$ cat config.mk
export PLATFORM = sky130hd
export DESIGN_NAME = centroid_seq_flat
export DESIGN_NICKNAME = d
export VERILOG_FILES = /design/src/rtl/centroid_seq_if.sv /design/src/rtl/centroid_seq.sv /design/src/flat_wrapper.sv
export SDC_FILE = /design/constraint.sdc
export NUM_CORES = 1
export LEC_CHECK = 0
export ABC_CLOCK_PERIOD_IN_PS = 5300
export CAP_MARGIN = 20
export CORE_UTILIZATION = 55
export CTS_BUF_LIST = sky130_fd_sc_hd__clkbuf_8 sky130_fd_sc_hd__clkbuf_16
export DETAILED_ROUTE_END_ITERATION = 10
export PLACE_DENSITY = 0.74
export RECOVER_POWER = 100
export SYNTH_ARGS = -nofsm -noshare
export SYNTH_HDL_FRONTEND = slang
export SYNTH_SLANG_ARGS = --single-unit
$ cat constraint.sdc
create_clock -name clk -period 5.3 [get_ports clk]
set_input_delay 0.795 -clock clk [delete_from_list [all_inputs] [get_ports clk]]
set_output_delay 0.795 -clock clk [all_outputs]
set_load 0.005 [all_outputs]
$ cat src/rtl/centroid_seq_if.sv
// Histogram bin stream into the centroid unit.
// One bin per valid/ready beat; last flags the final bin.
interface centroid_seq_if #(
  parameter int C_NB_HIST_VAL = 10
);
  logic                     bin_valid_i;
  logic                     bin_ready_o;
  logic [C_NB_HIST_VAL-1:0] bin_val_i;
  logic                     bin_last_i;

  modport master (
    output bin_valid_i,
    output bin_val_i,
    output bin_last_i,
    input  bin_ready_o
  );

  modport slave (
    input  bin_valid_i,
    input  bin_val_i,
    input  bin_last_i,
    output bin_ready_o
  );
endinterface

$ cat src/rtl/centroid_seq.sv
// Weighted centroid of a column histogram, restoring divider.
// Optional EMA smoothing of the position: CENTROID_SMOOTH_EN.
module centroid_seq #(
  parameter int C_HIST_BINS     = 8,
  parameter int C_NB_HIST_VAL   = 10,
  parameter int C_NB_TOT        = 14,
  parameter int C_NB_FRAC       = 4,
  parameter int C_MIN_COLORPXLS = 100,
  parameter int C_NB_PROX       = 3,
  parameter int C_SMOOTH_SHIFT  = 2,
  localparam int NB_IDX  = $clog2(C_HIST_BINS),
  localparam int NB_POS  = NB_IDX + C_NB_FRAC,
  localparam int NB_WSUM = C_NB_TOT + NB_IDX
) (
  input  logic                   clk,
  input  logic                   rst,
  centroid_seq_if.slave          bin_if,
  output logic [NB_POS-1:0]      centroid_pos_o,
  output logic [C_HIST_BINS-1:0] centroid_bin_o,
  output logic                   detected_o,
  output logic [C_NB_PROX-1:0]   proximity_o,
  output logic                   new_centroid_o,
  output logic                   bin_err_o
);

  localparam int NB_DIV = C_NB_TOT + NB_POS;
  localparam int NB_CNT = $clog2(NB_POS + 1);
  localparam logic [NB_IDX:0] BINS = (NB_IDX+1)'(C_HIST_BINS);
  localparam logic [NB_IDX:0] LAST = BINS - 1'b1;
  localparam logic [NB_CNT-1:0] CNT_END = NB_CNT'(NB_POS - 1);

  typedef enum logic [1:0] {ACC, DIV, OUT} state_t;

  state_t              state;
  logic [NB_IDX:0]     idx;
  logic [C_NB_TOT-1:0] tot;
  logic [NB_WSUM-1:0]  wsum;
  logic [NB_DIV-1:0]   rem;
  logic [NB_DIV-1:0]   dsr;
  logic [NB_POS-1:0]   quo;
  logic [NB_CNT-1:0]   cnt;

  logic                hs;
  logic                keep;
  logic [C_NB_TOT:0]   tot_sum;
  logic [C_NB_TOT-1:0] tot_nxt;
  logic [NB_WSUM-1:0]  wsum_nxt;
  logic [C_NB_TOT-1:0] tot_ld;
  logic [NB_WSUM-1:0]  wsum_ld;
  logic                ge;
  logic [NB_DIV-1:0]   dif;
  logic [NB_POS-1:0]   q_fin;
  logic                det;
  logic [NB_POS-1:0]   pos_nxt;

`ifdef CENTROID_SMOOTH_EN
  logic                hist;
  logic signed [NB_POS:0] sd;
  logic signed [NB_POS:0] sh;
`endif

  // MSB position of the total mapped onto the proximity scale
  function automatic logic [C_NB_PROX-1:0] prox_f(
    input logic [C_NB_TOT-1:0] t
  );
    int p;
    int v;
    p = -1;
    for (int k = 0; k < C_NB_TOT; k++)
      if (t[k]) p = k;
    v = p - (C_NB_TOT - (1 << C_NB_PROX));
    if (p < 0 || v < 0) v = 0;
    if (v > (1 << C_NB_PROX) - 1)
      v = (1 << C_NB_PROX) - 1;
    return C_NB_PROX'(v);
  endfunction

  // Accumulate step and one divider step
  always_comb begin
    hs = bin_if.bin_valid_i & bin_if.bin_ready_o;
    keep = hs & (idx < BINS);
    tot_sum = {1'b0, tot}
            + (C_NB_TOT+1)'(bin_if.bin_val_i);
    tot_nxt = tot_sum[C_NB_TOT] ? '1
            : tot_sum[C_NB_TOT-1:0];
    wsum_nxt = wsum
             + NB_WSUM'(idx[NB_IDX-1:0])
             * NB_WSUM'(bin_if.bin_val_i);
    tot_ld = keep ? tot_nxt : tot;
    wsum_ld = keep ? wsum_nxt : wsum;
    ge = rem >= dsr;
    dif = rem - dsr;
  end

  // Frame result, raw or smoothed
  always_comb begin
    q_fin = (tot == '0) ? '0 : quo;
    det = tot > C_NB_TOT'(C_MIN_COLORPXLS);
`ifdef CENTROID_SMOOTH_EN
    sd = $signed({1'b0, q_fin})
       - $signed({1'b0, centroid_pos_o});
    sh = sd >>> C_SMOOTH_SHIFT;
    if (!det)
      pos_nxt = '0;
    else if (!hist)
      pos_nxt = q_fin;
    else
      pos_nxt = centroid_pos_o + sh[NB_POS-1:0];
`else
    pos_nxt = det ? q_fin : '0;
`endif
  end

  // ACC -> DIV -> OUT sequencer with registered outputs
  always_ff @(posedge clk or negedge rst) begin
    if (!rst) begin
      state <= ACC;
      idx <= '0;
      tot <= '0;
      wsum <= '0;
      rem <= '0;
      dsr <= '0;
      quo <= '0;
      cnt <= '0;
      bin_if.bin_ready_o <= 1'b1;
      centroid_pos_o <= '0;
      centroid_bin_o <= '0;
      detected_o <= 1'b0;
      proximity_o <= '0;
      new_centroid_o <= 1'b0;
      bin_err_o <= 1'b0;
`ifdef CENTROID_SMOOTH_EN
      hist <= 1'b0;
`endif
    end else begin
      new_centroid_o <= 1'b0;
      bin_err_o <= 1'b0;
      unique case (state)
        ACC: begin
          if (hs) begin
            if (keep) begin
              tot <= tot_nxt;
              wsum <= wsum_nxt;
            end
            if (idx != BINS) idx <= idx + 1'b1;
            if (bin_if.bin_last_i) begin
              bin_err_o <= (idx != LAST);
              bin_if.bin_ready_o <= 1'b0;
              state <= DIV;
              cnt <= '0;
              quo <= '0;
              rem <= {wsum_ld, {C_NB_FRAC{1'b0}}};
              dsr <= {1'b0, tot_ld,
                      {(NB_POS-1){1'b0}}};
            end
          end
        end
        DIV: begin
          if (ge) rem <= dif;
          quo <= {quo[NB_POS-2:0], ge};
          dsr <= dsr >> 1;
          cnt <= cnt + 1'b1;
          if (cnt == CNT_END) state <= OUT;
        end
        OUT: begin
          centroid_pos_o <= pos_nxt;
          centroid_bin_o <= det
            ? (C_HIST_BINS'(1)
               << pos_nxt[NB_POS-1:C_NB_FRAC])
            : '0;
          detected_o <= det;
          proximity_o <= prox_f(tot);
          new_centroid_o <= 1'b1;
`ifdef CENTROID_SMOOTH_EN
          hist <= det;
`endif
          tot <= '0;
          wsum <= '0;
          idx <= '0;
          bin_if.bin_ready_o <= 1'b1;
          state <= ACC;
        end
        default: state <= ACC;
      endcase
    end
  end

endmodule
$ cat src/flat_wrapper.sv
// flat-port wrapper written by rule: the top's interface ports become plain ports
module centroid_seq_flat 
#(
  parameter int C_HIST_BINS     = 8,
  parameter int C_NB_HIST_VAL   = 10,
  parameter int C_NB_TOT        = 14,
  parameter int C_NB_FRAC       = 4,
  parameter int C_MIN_COLORPXLS = 100,
  parameter int C_NB_PROX       = 3,
  parameter int C_SMOOTH_SHIFT  = 2,
  localparam int NB_IDX  = $clog2(C_HIST_BINS),
  localparam int NB_POS  = NB_IDX + C_NB_FRAC,
  localparam int NB_WSUM = C_NB_TOT + NB_IDX
)
  (clk, rst, centroid_pos_o, centroid_bin_o, detected_o, proximity_o, new_centroid_o, bin_err_o, bin_if_bin_valid_i, bin_if_bin_val_i, bin_if_bin_last_i, bin_if_bin_ready_o);
  centroid_seq_if #(.C_NB_HIST_VAL(C_NB_HIST_VAL)) bin_if_i ();
  input  logic clk;
  input  logic rst;
  output logic [NB_POS-1:0] centroid_pos_o;
  output logic [C_HIST_BINS-1:0] centroid_bin_o;
  output logic detected_o;
  output logic [C_NB_PROX-1:0] proximity_o;
  output logic new_centroid_o;
  output logic bin_err_o;
  input wire logic [$bits(bin_if_i.bin_valid_i)-1:0] bin_if_bin_valid_i;
  input wire logic [$bits(bin_if_i.bin_val_i)-1:0] bin_if_bin_val_i;
  input wire logic [$bits(bin_if_i.bin_last_i)-1:0] bin_if_bin_last_i;
  output wire logic [$bits(bin_if_i.bin_ready_o)-1:0] bin_if_bin_ready_o;
  assign bin_if_i.bin_valid_i = bin_if_bin_valid_i;
  assign bin_if_i.bin_val_i = bin_if_bin_val_i;
  assign bin_if_i.bin_last_i = bin_if_bin_last_i;
  assign bin_if_bin_ready_o = bin_if_i.bin_ready_o;
  centroid_seq #(.C_HIST_BINS(C_HIST_BINS), .C_NB_HIST_VAL(C_NB_HIST_VAL), .C_NB_TOT(C_NB_TOT), .C_NB_FRAC(C_NB_FRAC), .C_MIN_COLORPXLS(C_MIN_COLORPXLS), .C_NB_PROX(C_NB_PROX), .C_SMOOTH_SHIFT(C_SMOOTH_SHIFT)) u_core (.clk(clk), .rst(rst), .bin_if(bin_if_i), .centroid_pos_o(centroid_pos_o), .centroid_bin_o(centroid_bin_o), .detected_o(detected_o), .proximity_o(proximity_o), .new_centroid_o(new_centroid_o), .bin_err_o(bin_err_o));
endmodule
==> results.md, run 1 <==
- The flow ran to the end, but the final reports show violations.
- The final reports fail on max-capacitance violations, max-slew violations.
- The max-cap violation count is 2.
- The number of synthesis warnings is 0.
- The number of antenna violations at the first check in global routing was 0.
- The clock net in this run drives a total of 110 sinks.
- The H-tree level count is 3.
- The top fanout value on the critical path is 4.
- The type of element capturing the critical path is a register.
- The final layout contains 1,008 nets.
- For flop-to-flop paths, the worst setup slack is 1220 ps.
- In this run the count of I/O pins placed on the die edge is 36.
- The number of max-slew violations in the final report was between 90 and 100.
- The count of nets left with antenna violations once routing finished came out at 0.
- The filler cell count in the final layout is ~1,200.
- After clock tree synthesis, the setup repair step added 0 buffers.
- The data required time at the worst endpoint is 5550 ps.
- The critical path is of the input port to register type.
- The sequential-to-total area share from yosys stat is 35.1%.
- The worst setup path is launched from an input port.
- The floorplan step set the die height to ~120 um.
- The number of global-route vias before repair was 6,070.
- The die covers around 15,000 um^2.
- For this run, the leading register cell type out of synthesis is dfrtp_1.
- In this run the tightest slew margin relative to its limit is -135%.
- Global routing consumed, over all layers together, 27.3% of the routing resources.
- In this run, the number of DRC markers left after iteration 0 of detailed routing was 586.
- Clock latency on the worst-skew pair, taken at its later pin, is 370 ps.
- The total power is 5690 uW.
- The global-route wire length before repair is 31,300 um.
- The number of flops mapped to enable cells by yosys is 0.
- The worst path uses 83.1% of the clock period.
- Before antenna repair, the detailed router went through 5 iterations.
- The clock transition at the registers of the reported paths is roughly 80 ps.
- The number of cell instances on the worst register-to-register path is 13.
- Entering global routing, the biggest net connects 68 pins.
- The mapped cell area is just under 8000 um^2.
- Detailed placement finished with a half-perimeter wire length of 13,900 um.
- The routed design could run at a clock period as short as 4410 ps.
- For the worst setup path, the data arrival time is 4660 ps.
- The terminus of the critical flop-to-flop path is u_core.rem[19].
- The width of the chip is 121 um.
- The mean instance size in the synthesized netlist is 8.69 um^2.
- The number of CTS-inserted buffers is 9.
- The CTS tree is yes.
- Between clock sinks in the finished design, the worst skew comes to 13.7 ps.
- The longest clock path from root to sink contains 2 buffers.
- The timing-limited maximum frequency is 227 MHz.
- The worst-margin pin slew is 3530 ps.
- The worst hold path belongs to the class register to register.
- The number of nets in the synthesized netlist is 993.
- Summed over all cells, the static leakage comes to 0.00387 uW.
- After floorplanning, the core was divided into 43 placement rows.
- The power per cell area is between 600 and 700 nW/um^2.
- The detailed-route via count is 6,657.
- Gates resized during post-CTS repair numbered 0.
- The initial utilization of the core area, before any placement, comes to 56.5%.
- After detailed routing, the total wire length is about 19,000 um.
- After routing, the total negative slack on setup checks comes to 0 ps.
- The fraction of registers with async set or reset after synthesis is 100%.
- In this run the standard cell core region covers 13,900 um^2.
- The average via count per standard cell is 6.04.
- The total inserted antenna cells is 0.
- During placement, the flow inserted port buffers numbering 35.
- Setup repair after global routing left no endpoint under its margin.
- Hold repair after CTS inserted 0 buffers.
- Synthesis produced a netlist whose cell count is 902.
- The weighted congestion reported at the end of routability-driven placement is approximately 0.90.
- The share of layout cells above drive strength 1 is 3.36%.
- The area growth from synthesis to layout is 9.05%.
- The DRC violation count after routing is 0.
- The startpoint identified for the worst register-to-register timing path is u_core.idx[2].
- The total overflow left after global routing is 0.
- The hold violation count in the final report is 0.
- The detail-routed net length per standard cell is 17.0 um.
- The launch point of the worst path is bin_if_bin_val_i[1].
- The critical path ends at u_core.rem[19].
- The final-report setup violation count is 0.
- The maximum VDD drop is 380 uV.
- The flip-flop and latch count after synthesis is 110.
- The distinct cell type count after synthesis is 70.
- The clock tree root driver cell is clkbuf_16.
sequential cells by signal, summed over array words and instances, names as in the netlist:
| signal | count |
|---|---|
| u_core.bin_err_o | 1 |
| u_core.bin_if.bin_ready_o | 1 |
| u_core.centroid_bin_o | 8 |
| u_core.centroid_pos_o | 7 |
| u_core.cnt | 3 |
| u_core.detected_o | 1 |
| u_core.dsr | 20 |
| u_core.idx | 4 |
| u_core.new_centroid_o | 1 |
| u_core.proximity_o | 3 |
| u_core.quo | 7 |
| u_core.rem | 21 |
| u_core.state | 2 |
| u_core.tot | 14 |
| u_core.wsum | 17 |
worst min path at each step:
| stage | to | slack, ps | start | depth (start not counted) |
|---|---|---|---|---|
| 3_5_place_dp | u_core.dsr[19] | 460 | u_core.dsr[19] | 2 |
| 3_3_place_gp | u_core.dsr[19] | 460 | u_core.dsr[19] | 2 |
| 6_report | u_core.centroid_pos_o[0] | 470 | u_core.centroid_pos_o[0] | 2 |
| 2_1_floorplan | u_core.dsr[19] | 440 | u_core.dsr[19] | 2 |
| 5_1_grt | u_core.centroid_bin_o[7] | 500 | u_core.centroid_bin_o[7] | 2 |
| 4_1_cts | u_core.dsr[19] | 480 | u_core.dsr[19] | 2 |
cells in the mapped netlist, types with 4 or more instances:
master | number | area share (%)
and3_1 | 9 | 0.72
inv_1 | 66 | 3.2
o31a_1 | 4 | 0.45
o221ai_1 | 6 | 0.67
a211oi_1 | 15 | 1.4
nor2b_1 | 7 | 0.56
dfrtp_1 | 109 | 35
o21a_1 | 16 | 1.5
o21ai_1 | 7 | 0.45
a22o_1 | 14 | 1.6
or3_1 | 7 | 0.56
a21o_1 | 11 | 1.1
nor3_1 | 12 | 0.77
nand3_1 | 26 | 1.7
xnor2_1 | 19 | 2.1
ha_1 | 56 | 8.9
o21ai_0 | 85 | 5.4
a22oi_1 | 9 | 0.86
a21oi_1 | 50 | 3.2
xor2_1 | 10 | 1.1
or2_2 | 4 | 0.32
and2_1 | 5 | 0.40
mux2i_1 | 10 | 1.3
nand2b_1 | 4 | 0.32
a31oi_1 | 12 | 0.96
nand4_1 | 8 | 0.64
o21bai_1 | 8 | 0.77
fa_1 | 21 | 5.4
clkbuf_1 | 31 | 1.5
buf_2 | 4 | 0.26
o31ai_1 | 11 | 1.1
nand2_1 | 119 | 5.7
o22a_1 | 4 | 0.45
o211ai_1 | 7 | 0.67
nor2_1 | 62 | 3.0
worst max-delay path, cell delays in order:
cell           delay (ps)
dlygate4sd3_1         600
nand2_1               100
fa_1                  550
inv_1                  50
fa_1                  450
ha_1                  350
nor2b_1               170
o31a_1                300
o21ai_0               360
a31oi_1               190
nand2_1               170
xor2_1                160
mux2i_1                80
mux2_2                310
through the flow:
step | area, um^2 | std cells | hold slack, ps | utilization, % | setup slack [ps]
6_report | 8550 | 1102 | 474 | 61.6 | 894
5_1_grt | 8550 | 1102 | 495 | 61.6 | 672
4_1_cts | 8600 | 1102 | 479 | 62.0 | 1120
3_5_place_dp | 8320 | 1086 | 460 | 59.9 | 742
3_3_place_gp | 8320 | 1086 | 458 | 59.9 | 794
2_1_floorplan | 7840 | 902 | 439 | - | 1510
placed cells by master, fill, tap and decap left out, types with 4 or more instances in the layout:
master	count
a211oi_1	15
a21o_1	11
a21oi_1	51
a22o_1	14
a22oi_1	9
a31oi_1	12
and2_1	5
and3_1	9
clkbuf_1	4
clkbuf_16	9
clkdlybuf4s50_1	9
dfrtp_1	109
dlygate4sd3_1	25
fa_1	21
ha_1	56
inv_1	68
mux2i_1	10
nand2_1	121
nand2b_1	4
nand3_1	26
nand4_1	8
nor2_1	63
nor2b_1	6
nor3_1	13
o211ai_1	8
o21a_1	16
o21ai_0	88
o21ai_1	4
o21bai_1	9
o221ai_1	6
o22a_1	4
o31a_1	4
o31ai_1	11
or3_1	7
xnor2_1	19
xor2_1	10
layout make-up:
type / count / area, um^2 / share of cell area [%]
Multi-Input combinational cell: 688 / 4650 / 54.4
Sequential cell: 110 / 2750 / 32.2
Timing Repair Buffer: 41 / 378 / 4.42
Inverter: 67 / 251 / 2.94
Clock buffer: 9 / 225 / 2.63
Tap cell: 180 / 225 / 2.63
Clock inverter: 7 / 62.6 / 0.732
metal layers:
layer / GRT usage (%) / up-vias / share of wire (%)
met4: 9.41 / 0 / 2.0
met3: 3.38 / 22 / 6.4
li1: - / 3251 / -
met5: 0 / - / 0
met1: 40.0 / 3135 / 47
met2: 41.3 / 249 / 44
power breakdown:
group | internal [uW] | leakage, uW | switching (uW)
combinational | 1490 | 0.00230 | 2060
sequential | 1150 | 0.00142 | 311
clock | 331 | 0.000143 | 348
total | 2970 | 0.00387 | 2720
kinds of logic after synthesis:
family          count (synthesis)  share of synthesized area (%)
simple gates                  282                           16.5
flops                         110                           35.1
fa+ha+maj                      77                           14.3
mux                            13                           1.71
buf+inv                       104                           5.09
compound gates                287                           24.1
xor+xnor                       29                           3.24
Power figures use the tool's default switching activity.
==> inputs of run 2 (changes only) <==
--- a/config.mk
+++ b/config.mk
@@ -5,7 +5,7 @@
 export SDC_FILE = /design/constraint.sdc
 export NUM_CORES = 1
 export LEC_CHECK = 0
-export ABC_CLOCK_PERIOD_IN_PS = 5300
+export ABC_CLOCK_PERIOD_IN_PS = 4370
 export CAP_MARGIN = 20
 export CORE_UTILIZATION = 55
 export CTS_BUF_LIST = sky130_fd_sc_hd__clkbuf_8 sky130_fd_sc_hd__clkbuf_16
==> constraint.sdc (replaced) <==
create_clock -name clk -period 4.37 [get_ports clk]
set_input_delay 0.6555 -clock clk [delete_from_list [all_inputs] [get_ports clk]]
set_output_delay 0.6555 -clock clk [all_outputs]
set_load 0.005 [all_outputs]
==> results.md, run 2 (synthesis gave the netlist of run 1 again) <==
- The global-route wire length before repair is 32,400 um (+3.6%).
- The post-placement setup slack is -46.3 ps (-788 ps).
- The number of cell rows is 43 (unchanged).
- The headroom to the max-slew limit is -119% (+16 points).
- The overall routing resource usage is 28.4% (+1.1 points).
- The flow ran to the end, but the final reports show violations.
- The largest registers in the layout are u_core.rem (21), u_core.dsr (20), u_core.wsum (17).
- The proportion of power drawn by the clock network is 11.8% (about the same).
- The share of layout cells above drive strength 1 is 5.54% (+2.2 points).
- The total wirelength of the detailed-routed design is 19,300 um (+3.1%).
- The final worst clock skew came to 9.94 ps (-3.78 ps).
- The clock latency on the worst-skew pair is 360 ps (about the same).
- The internal reg-to-reg setup slack came to 340 ps (-880 ps).
- The core region area was 13,900 um^2 (unchanged).
- The library cell used most frequently in the layout, excluding fill and tap cells, is nand2_1.
- The number of gates given a new drive strength after cts is 0 (unchanged).
- The die outline area is 14,700 um^2 (unchanged).
- The fraction of the core area covered by cells at the end of the flow came to 62.7% (+1.1 points).
- The checks that failed: max-capacitance violations, max-slew violations.
- The maximum VDD drop is 467 uV (+23%).
- The type of element capturing the critical path is a register.
- The data required time at the worst endpoint is 4620 ps (-930 ps).
- The worst hold path terminates at u_core.centroid_bin_o[7].
- The max-cap violation count came to 3 (+1).
- The library cells used most frequently in the layout, excluding fill and tap cells, are nand2_1 (121), dfrtp_1 (109), o21ai_0 (90).
- The part of the total power dissipated in combinational logic came to 63.1% (+0.7 points).
- The leakage component of the power is 0.00397 uW (+2.6%).
- The final worst-path setup slack is 278 ps (-616 ps).
- The area growth from synthesis to layout is 10.9%.
- The element type at the critical path start is an input port.
- The pin count of the biggest net entering global routing was 62 (-8.8%).
- The length of the first detailed-routing pass in iterations came to 5 (unchanged).
- The relative contribution of sequential cells to total power is 25.0% (-0.7 points).
- The path class of the tightest hold or removal check is register to register.
- The average via count per standard cell is 6.02 (-0.32%).
- The sum of net half-perimeters after detailed placement is 14,300 um (+3.3%).
- The switching power of the nets is 3350 uW (+23%).
- The final-report setup violation count was 0 (unchanged).
- The clock transition at the registers of the reported paths is 80 ps (about the same).
- The DRC violation count after routing is 0 (unchanged).
- The worst register-to-register path begins at u_core.dsr[11].
- The weighted congestion reported at the end of routability-driven placement is 0.878 (-2.4%).
- The critical path starts at bin_if_bin_val_i[4].
- The switching share of total power is 47.5% (-0.26 points).
- The clock period minus final worst setup slack is 4090 ps.
- The hold violation count in the final report is 0 (unchanged).
- The number of global-route vias before repair was 6,478 (+6.7%).
- The post-route antenna net violation count was 0 (unchanged).
- The width of the chip came to 121 um (unchanged).
- The worst-margin pin slew is 3290 ps (-236 ps).
- For this run, the top clock speed supported by timing is 244 MHz.
- The initial core utilization is 56.5% (unchanged).
- The data arrival time of the critical path is 4340 ps (-320 ps).
- The power per cell area is 811 nW/um^2 (+22%).
- The number of CTS-inserted buffers is 9 (unchanged).
- The setup fix buffers added after clock tree synthesis is 0 (unchanged).
- Setup repair after global routing left no endpoint under its margin.
- The number of nets in the layout is 1,025 (+1.7%).
- The number of primary I/O pins is 36 (unchanged).
- The height of the die is 121 um (unchanged).
- The number of buffers between clock root and the deepest sink came to 2 (unchanged).
- The top fanout value on the critical path is 4 (unchanged).
- The number of sinks driven by the clock tree was 110 (unchanged).
- The number of hold buffers added after CTS came to 0 (unchanged).
- The CTS tree is yes.
- The terminus of the critical flop-to-flop path is u_core.rem[6].
- The detail-routed net length per standard cell is 17.3 um (+1.6%).
- The worst hold path begins at u_core.centroid_bin_o[7].
- The number of flip-flops under the largest register name was 21 (unchanged).
- The H-tree level count was 3 (unchanged).
- The largest register by flop count is u_core.rem.
- The number of max-slew violations in the final report is 128 (+29%).
- The starting DRC count in detailed routing is 512 (-13%).
- The number of antenna violations at the first check in global routing is 0 (unchanged).
- The total inserted antenna cells is 0 (unchanged).
- The critical path start-end classification is input port to register.
- The number of input and output port buffers inserted is 35 (unchanged).
- The number of cell instances on the worst register-to-register path is 9 (-4).
- The tree is rooted in a clkbuf_16.
- The final critical path takes up 93.6% of the cycle.
- The total congestion overflow after global routing was 0 (unchanged).
- The detailed-route via count is 6,738 (+1.2%).
- The worst hold path depth is 2 (unchanged).
- The cell-internal power was 3700 uW (+25%).
==> run 2: changes by cell type in the layout (fill, tap and decap cells not counted), sizes merged <==
cell    previous run  this run
buf                3        16
clkbuf            13        17
clkinv             1         2
inv               72        71
==> run 2: how the worst max path moves through the flow <==
stage / end / cells past startpoint
2_1_floorplan: u_core.rem[20] / 14
3_3_place_gp: u_core.rem[20] / 14
3_5_place_dp: u_core.rem[20] / 14
4_1_cts: u_core.rem[20] / 14
5_1_grt: u_core.rem[20] / 14
6_report: u_core.rem[20] / 14
==> run 2: final cells by class <==
type	instances	area, um^2
Inverter	67	251
Sequential cell	110	2750
Clock buffer	9	225
Timing Repair Buffer	58	497
Multi-Input combinational cell	688	4670
Tap cell	180	225
Fill cell	1221	5180
Clock inverter	7	73.8
==> run 2: power groups by stage <==
stage,combinational (uW),sequential [uW],clock [uW]
after floorplan,3380,1650,0
after global placement,4370,1770,0
after detailed placement,4450,1780,0
after CTS,4480,1760,845
after global routing,5050,1820,881
final,4450,1770,834
==> run 2: through the flow <==
| step | total power (uW) | std cells | hold slack, ps | TNS (ps) | instance area, um^2 |
|---|---|---|---|---|---|
| 2_1_floorplan | 5030 | 902 | 360 | 0 | 7840 |
| 3_3_place_gp | 6140 | 1103 | 458 | 0 | 8440 |
| 3_5_place_dp | 6230 | 1103 | 465 | -46.3 | 8440 |
| 4_1_cts | 7090 | 1119 | 396 | 0 | 8740 |
| 5_1_grt | 7740 | 1119 | 496 | 0 | 8700 |
| 6_report | 7050 | 1119 | 475 | 0 | 8700 |
==> run 2: routing by layer <==
layer  up-vias  wire, um  track usage [%]
met5         -         0                0
met4         0       638             12.4
met3        33      1110             4.56
met2       206      8370             43.4
met1      3207      9200             39.7
li1       3292         -                -
==> run 2: worst max-delay path: stages <==
cell and delay, ps:
dlygate4sd3_1 620, nand2_1 100, fa_1 500, inv_1 50
fa_1 450, ha_1 360, nand3_1 90, o211ai_1 370
o22ai_2 190, o211ai_2 280, nand3_1 150, xnor2_1 140
a22o_1 180, a22o_1 220
==> inputs of run 3 (changes only) <==
--- a/config.mk
+++ b/config.mk
@@ -7,11 +7,11 @@
 export LEC_CHECK = 0
 export ABC_CLOCK_PERIOD_IN_PS = 4370
 export CAP_MARGIN = 20
-export CORE_UTILIZATION = 55
+export CORE_UTILIZATION = 40
 export CTS_BUF_LIST = sky130_fd_sc_hd__clkbuf_8 sky130_fd_sc_hd__clkbuf_16
 export DETAILED_ROUTE_END_ITERATION = 10
-export PLACE_DENSITY = 0.74
 export RECOVER_POWER = 100
+export SKIP_LAST_GASP = 1
 export SYNTH_ARGS = -nofsm -noshare
 export SYNTH_HDL_FRONTEND = slang
 export SYNTH_SLANG_ARGS = --single-unit
==> results.md, run 3 (synthesis gave the netlist of run 1 again) <==
- The weighted congestion reported at the end of routability-driven placement is 0.883 (+0.52%).
- The flow ran to the end, but the final reports show violations.
- The number of sinks driven by the clock tree is 110 (unchanged).
- The capturing element of the worst setup path is u_core.rem[15].
- The pin count of the biggest net entering global routing was 57 (-8.1%).
- The hold violation count in the final report is 0 (unchanged).
- The initial core utilization was 41.4% (-15 points).
- The final-report setup violation count is 0 (unchanged).
- Ranked by flip-flop count, first place goes to u_core.rem.
- The length of the first detailed-routing pass in iterations came to 7 (+2).
- The die outline area is 20,200 um^2 (+37%).
- The checks that failed: max-capacitance violations, max-slew violations.
- The number of primary I/O pins came to 36 (unchanged).
- Clock tree synthesis selected as its root buffer the cell clkbuf_16.
- The total inserted antenna cells is 0 (unchanged).
- The total congestion overflow after global routing is 0 (unchanged).
- The largest stage delay on the critical path is 600 ps (-20 ps).
- The starting DRC count in detailed routing is 332 (-35%).
- The launch instance of the worst register-to-register path is u_core.idx[2].
- The critical path starts at bin_if_bin_val_i[6].
- The final worst clock skew was 9.32 ps (-0.623 ps).
- Traced cell by cell, the critical path runs through dlygate4sd3_1 -> nand2_1 -> fa_1 -> inv_1 -> fa_1 -> ha_1 -> a2111o_1 -> o21ai_0 -> buf_4 -> a21oi_1 -> xnor2_1 -> a211oi_1 -> nor3b_1 -> a21oi_1.
- The leakage component of the power is 0.00406 uW (+2.4%).
- The total wirelength of the detailed-routed design is 20,400 um (+5.6%).
- The clock latency on the worst-skew pair is 360 ps (about the same).
- The width of the chip is 142 um (+17%).
- The height of the die is 142 um (+17%).
- The total power is 7190 uW (+1.9%).
- The power per cell area was 802 nW/um^2 (-1.0%).
- The cell with the largest stage delay on the worst path is dlygate4sd3_1.
- The sum of net half-perimeters after detailed placement came to 15,400 um (+7.5%).
- The number of cell instances on the worst register-to-register path came to 13 (+4).
- The number of flip-flops under the largest register name is 21 (unchanged).
- The share of layout cells above drive strength 1 is 7.19% (+1.6 points).
- The number of global-route vias before repair is 6,385 (-1.4%).
- The clock transition at the registers of the reported paths came to 80 ps (about the same).
- The post-route antenna net violation count is 0 (unchanged).
- The global-route wire length before repair was 34,100 um (+5.3%).
- The path class of the tightest hold or removal check is register to register.
- Setup repair after global routing left no endpoint under its margin.
- The H-tree level count came to 3 (unchanged).
- STA classifies the critical path startpoint as an input port.
- The max-cap violation count is 2 (-1).
- The CTS tree is yes.
- The data required time at the worst endpoint came to 4650 ps (+30 ps).
- The number of CTS-inserted buffers is 9 (unchanged).
- The data arrival time of the critical path is 4440 ps (+100 ps).
- The detail-routed net length per standard cell is 16.7 um (-3.1%).
- The clock period minus final worst setup slack is 4160 ps (+66.0 ps).
- The headroom to the max-slew limit is -102% (+18 points).
- The number of hold buffers added after CTS is 0 (unchanged).
- The average via count per standard cell was 5.48 (-9.0%).
- The number of buffers between clock root and the deepest sink is 2 (unchanged).
- The type of element capturing the critical path is a register.
- The number of nets in the layout came to 1,046 (+2.0%).
- The core region area is 19,000 um^2 (+37%).
- The worst-margin pin slew is 3020 ps (-267 ps).
- The DRC violation count after routing is 0 (unchanged).
- The portion of the clock cycle consumed by the worst path in the final layout was 95.1% (+1.5 points).
- The number of input and output port buffers inserted is 35 (unchanged).
- The critical path start-end classification is input port to register.
- The top cell types in the final layout, fill and taps aside, are nand2_1 (120), dfrtp_1 (109), o21ai_0 (90).
- The overall routing resource usage came to 21.7% (-6.7 points).
- The most common library cell in the layout ignoring fill and taps is nand2_1.
- The endpoint identified for the worst register-to-register timing path is u_core.rem[15].
- The area growth from synthesis to layout is 14.2%.
- The maximum VDD drop came to 319 uV (-32%).
- The number of max-slew violations in the final report came to 88 (-31%).
- The timing-limited maximum frequency is 241 MHz (-1.6%).
- The largest registers in the layout are u_core.rem (21), u_core.dsr (20), u_core.wsum (17).
- The detailed-route via count is 6,682 (-0.83%).
- The number of antenna violations at the first check in global routing is 0 (unchanged).
- The filler cell count in the final layout is 1,907 (+56%).
- The smallest hold slack is 474 ps (-1.21 ps).
- The internal reg-to-reg setup slack was 390 ps (+50 ps).
- The number of cell rows was 50 (+16%).
- The top fanout value on the critical path came to 4 (unchanged).
run 3: critical path, delay by kind of cell:
| kind | cells | cell delay (ps) |
|---|---|---|
| buffers and inverters | 3 | 820 |
| AOI/OAI and AO/OA | 5 | 1260 |
| and+or+nand+nor | 2 | 200 |
| xor gates and xnor gates | 1 | 150 |
| adders and majority gates | 3 | 1340 |
run 3: worst min-delay path by stage:
stage / from / end / slack, ps / cells after the start
after floorplan: rst / u_core.bin_err_o / 360 / 0
after detailed placement: u_core.dsr[19] / u_core.dsr[19] / 470 / 2
after global routing: u_core.centroid_bin_o[6] / u_core.centroid_bin_o[6] / 490 / 2
after global placement: u_core.dsr[19] / u_core.dsr[19] / 450 / 2
final: u_core.centroid_pos_o[3] / u_core.centroid_pos_o[3] / 470 / 2
after CTS: rst / u_core.detected_o / 350 / 1
run 3: stage by stage:
step / setup slack, ps / cells / setup TNS (ps) / cell area, um^2 / util (%)
finish: 212 / 1220 / 0 / 8960 / 47.3
detailed placement: -62.9 / 1204 / -184 / 8700 / 45.9
global route: 42.1 / 1220 / 0 / 8960 / 47.3
CTS: 333 / 1220 / 0 / 9020 / 47.6
global placement: -2.95 / 1204 / -2.95 / 8700 / 45.9
floorplan: 683 / 902 / 0 / 7840 / -
run 3: layout make-up:
class | instances | area, um^2 | share of cell area, %
Inverter | 67 | 251 | 2.81
Sequential cell | 110 | 2750 | 30.7
Timing Repair Buffer | 79 | 643 | 7.18
Clock buffer | 9 | 225 | 2.51
Multi-Input combinational cell | 688 | 4670 | 52.1
Tap cell | 260 | 325 | 3.63
Clock inverter | 7 | 91.3 | 1.02
run 3: power breakdown:
part	total [uW]	internal [uW]	switching, uW
registers	1790	1400	389
logic	4530	1940	2590
clock network	872	420	452
total	7190	3760	3430
run 3: metal layers:
layer	vias to the layer above	GRT usage, %	part of all wire (%)
li1	3324	-	-
met4	0	5.49	1.6
met1	3196	31.3	49
met3	20	2.66	3.5
met2	142	34.5	46
met5	-	0	0
run 3: repair_timing:
action | in CTS | in global routing
hold endpoints to repair | 0 | 0
gates resized for setup | 0 | 1
setup endpoints to repair | 0 | 1
setup buffers | 0 | 0
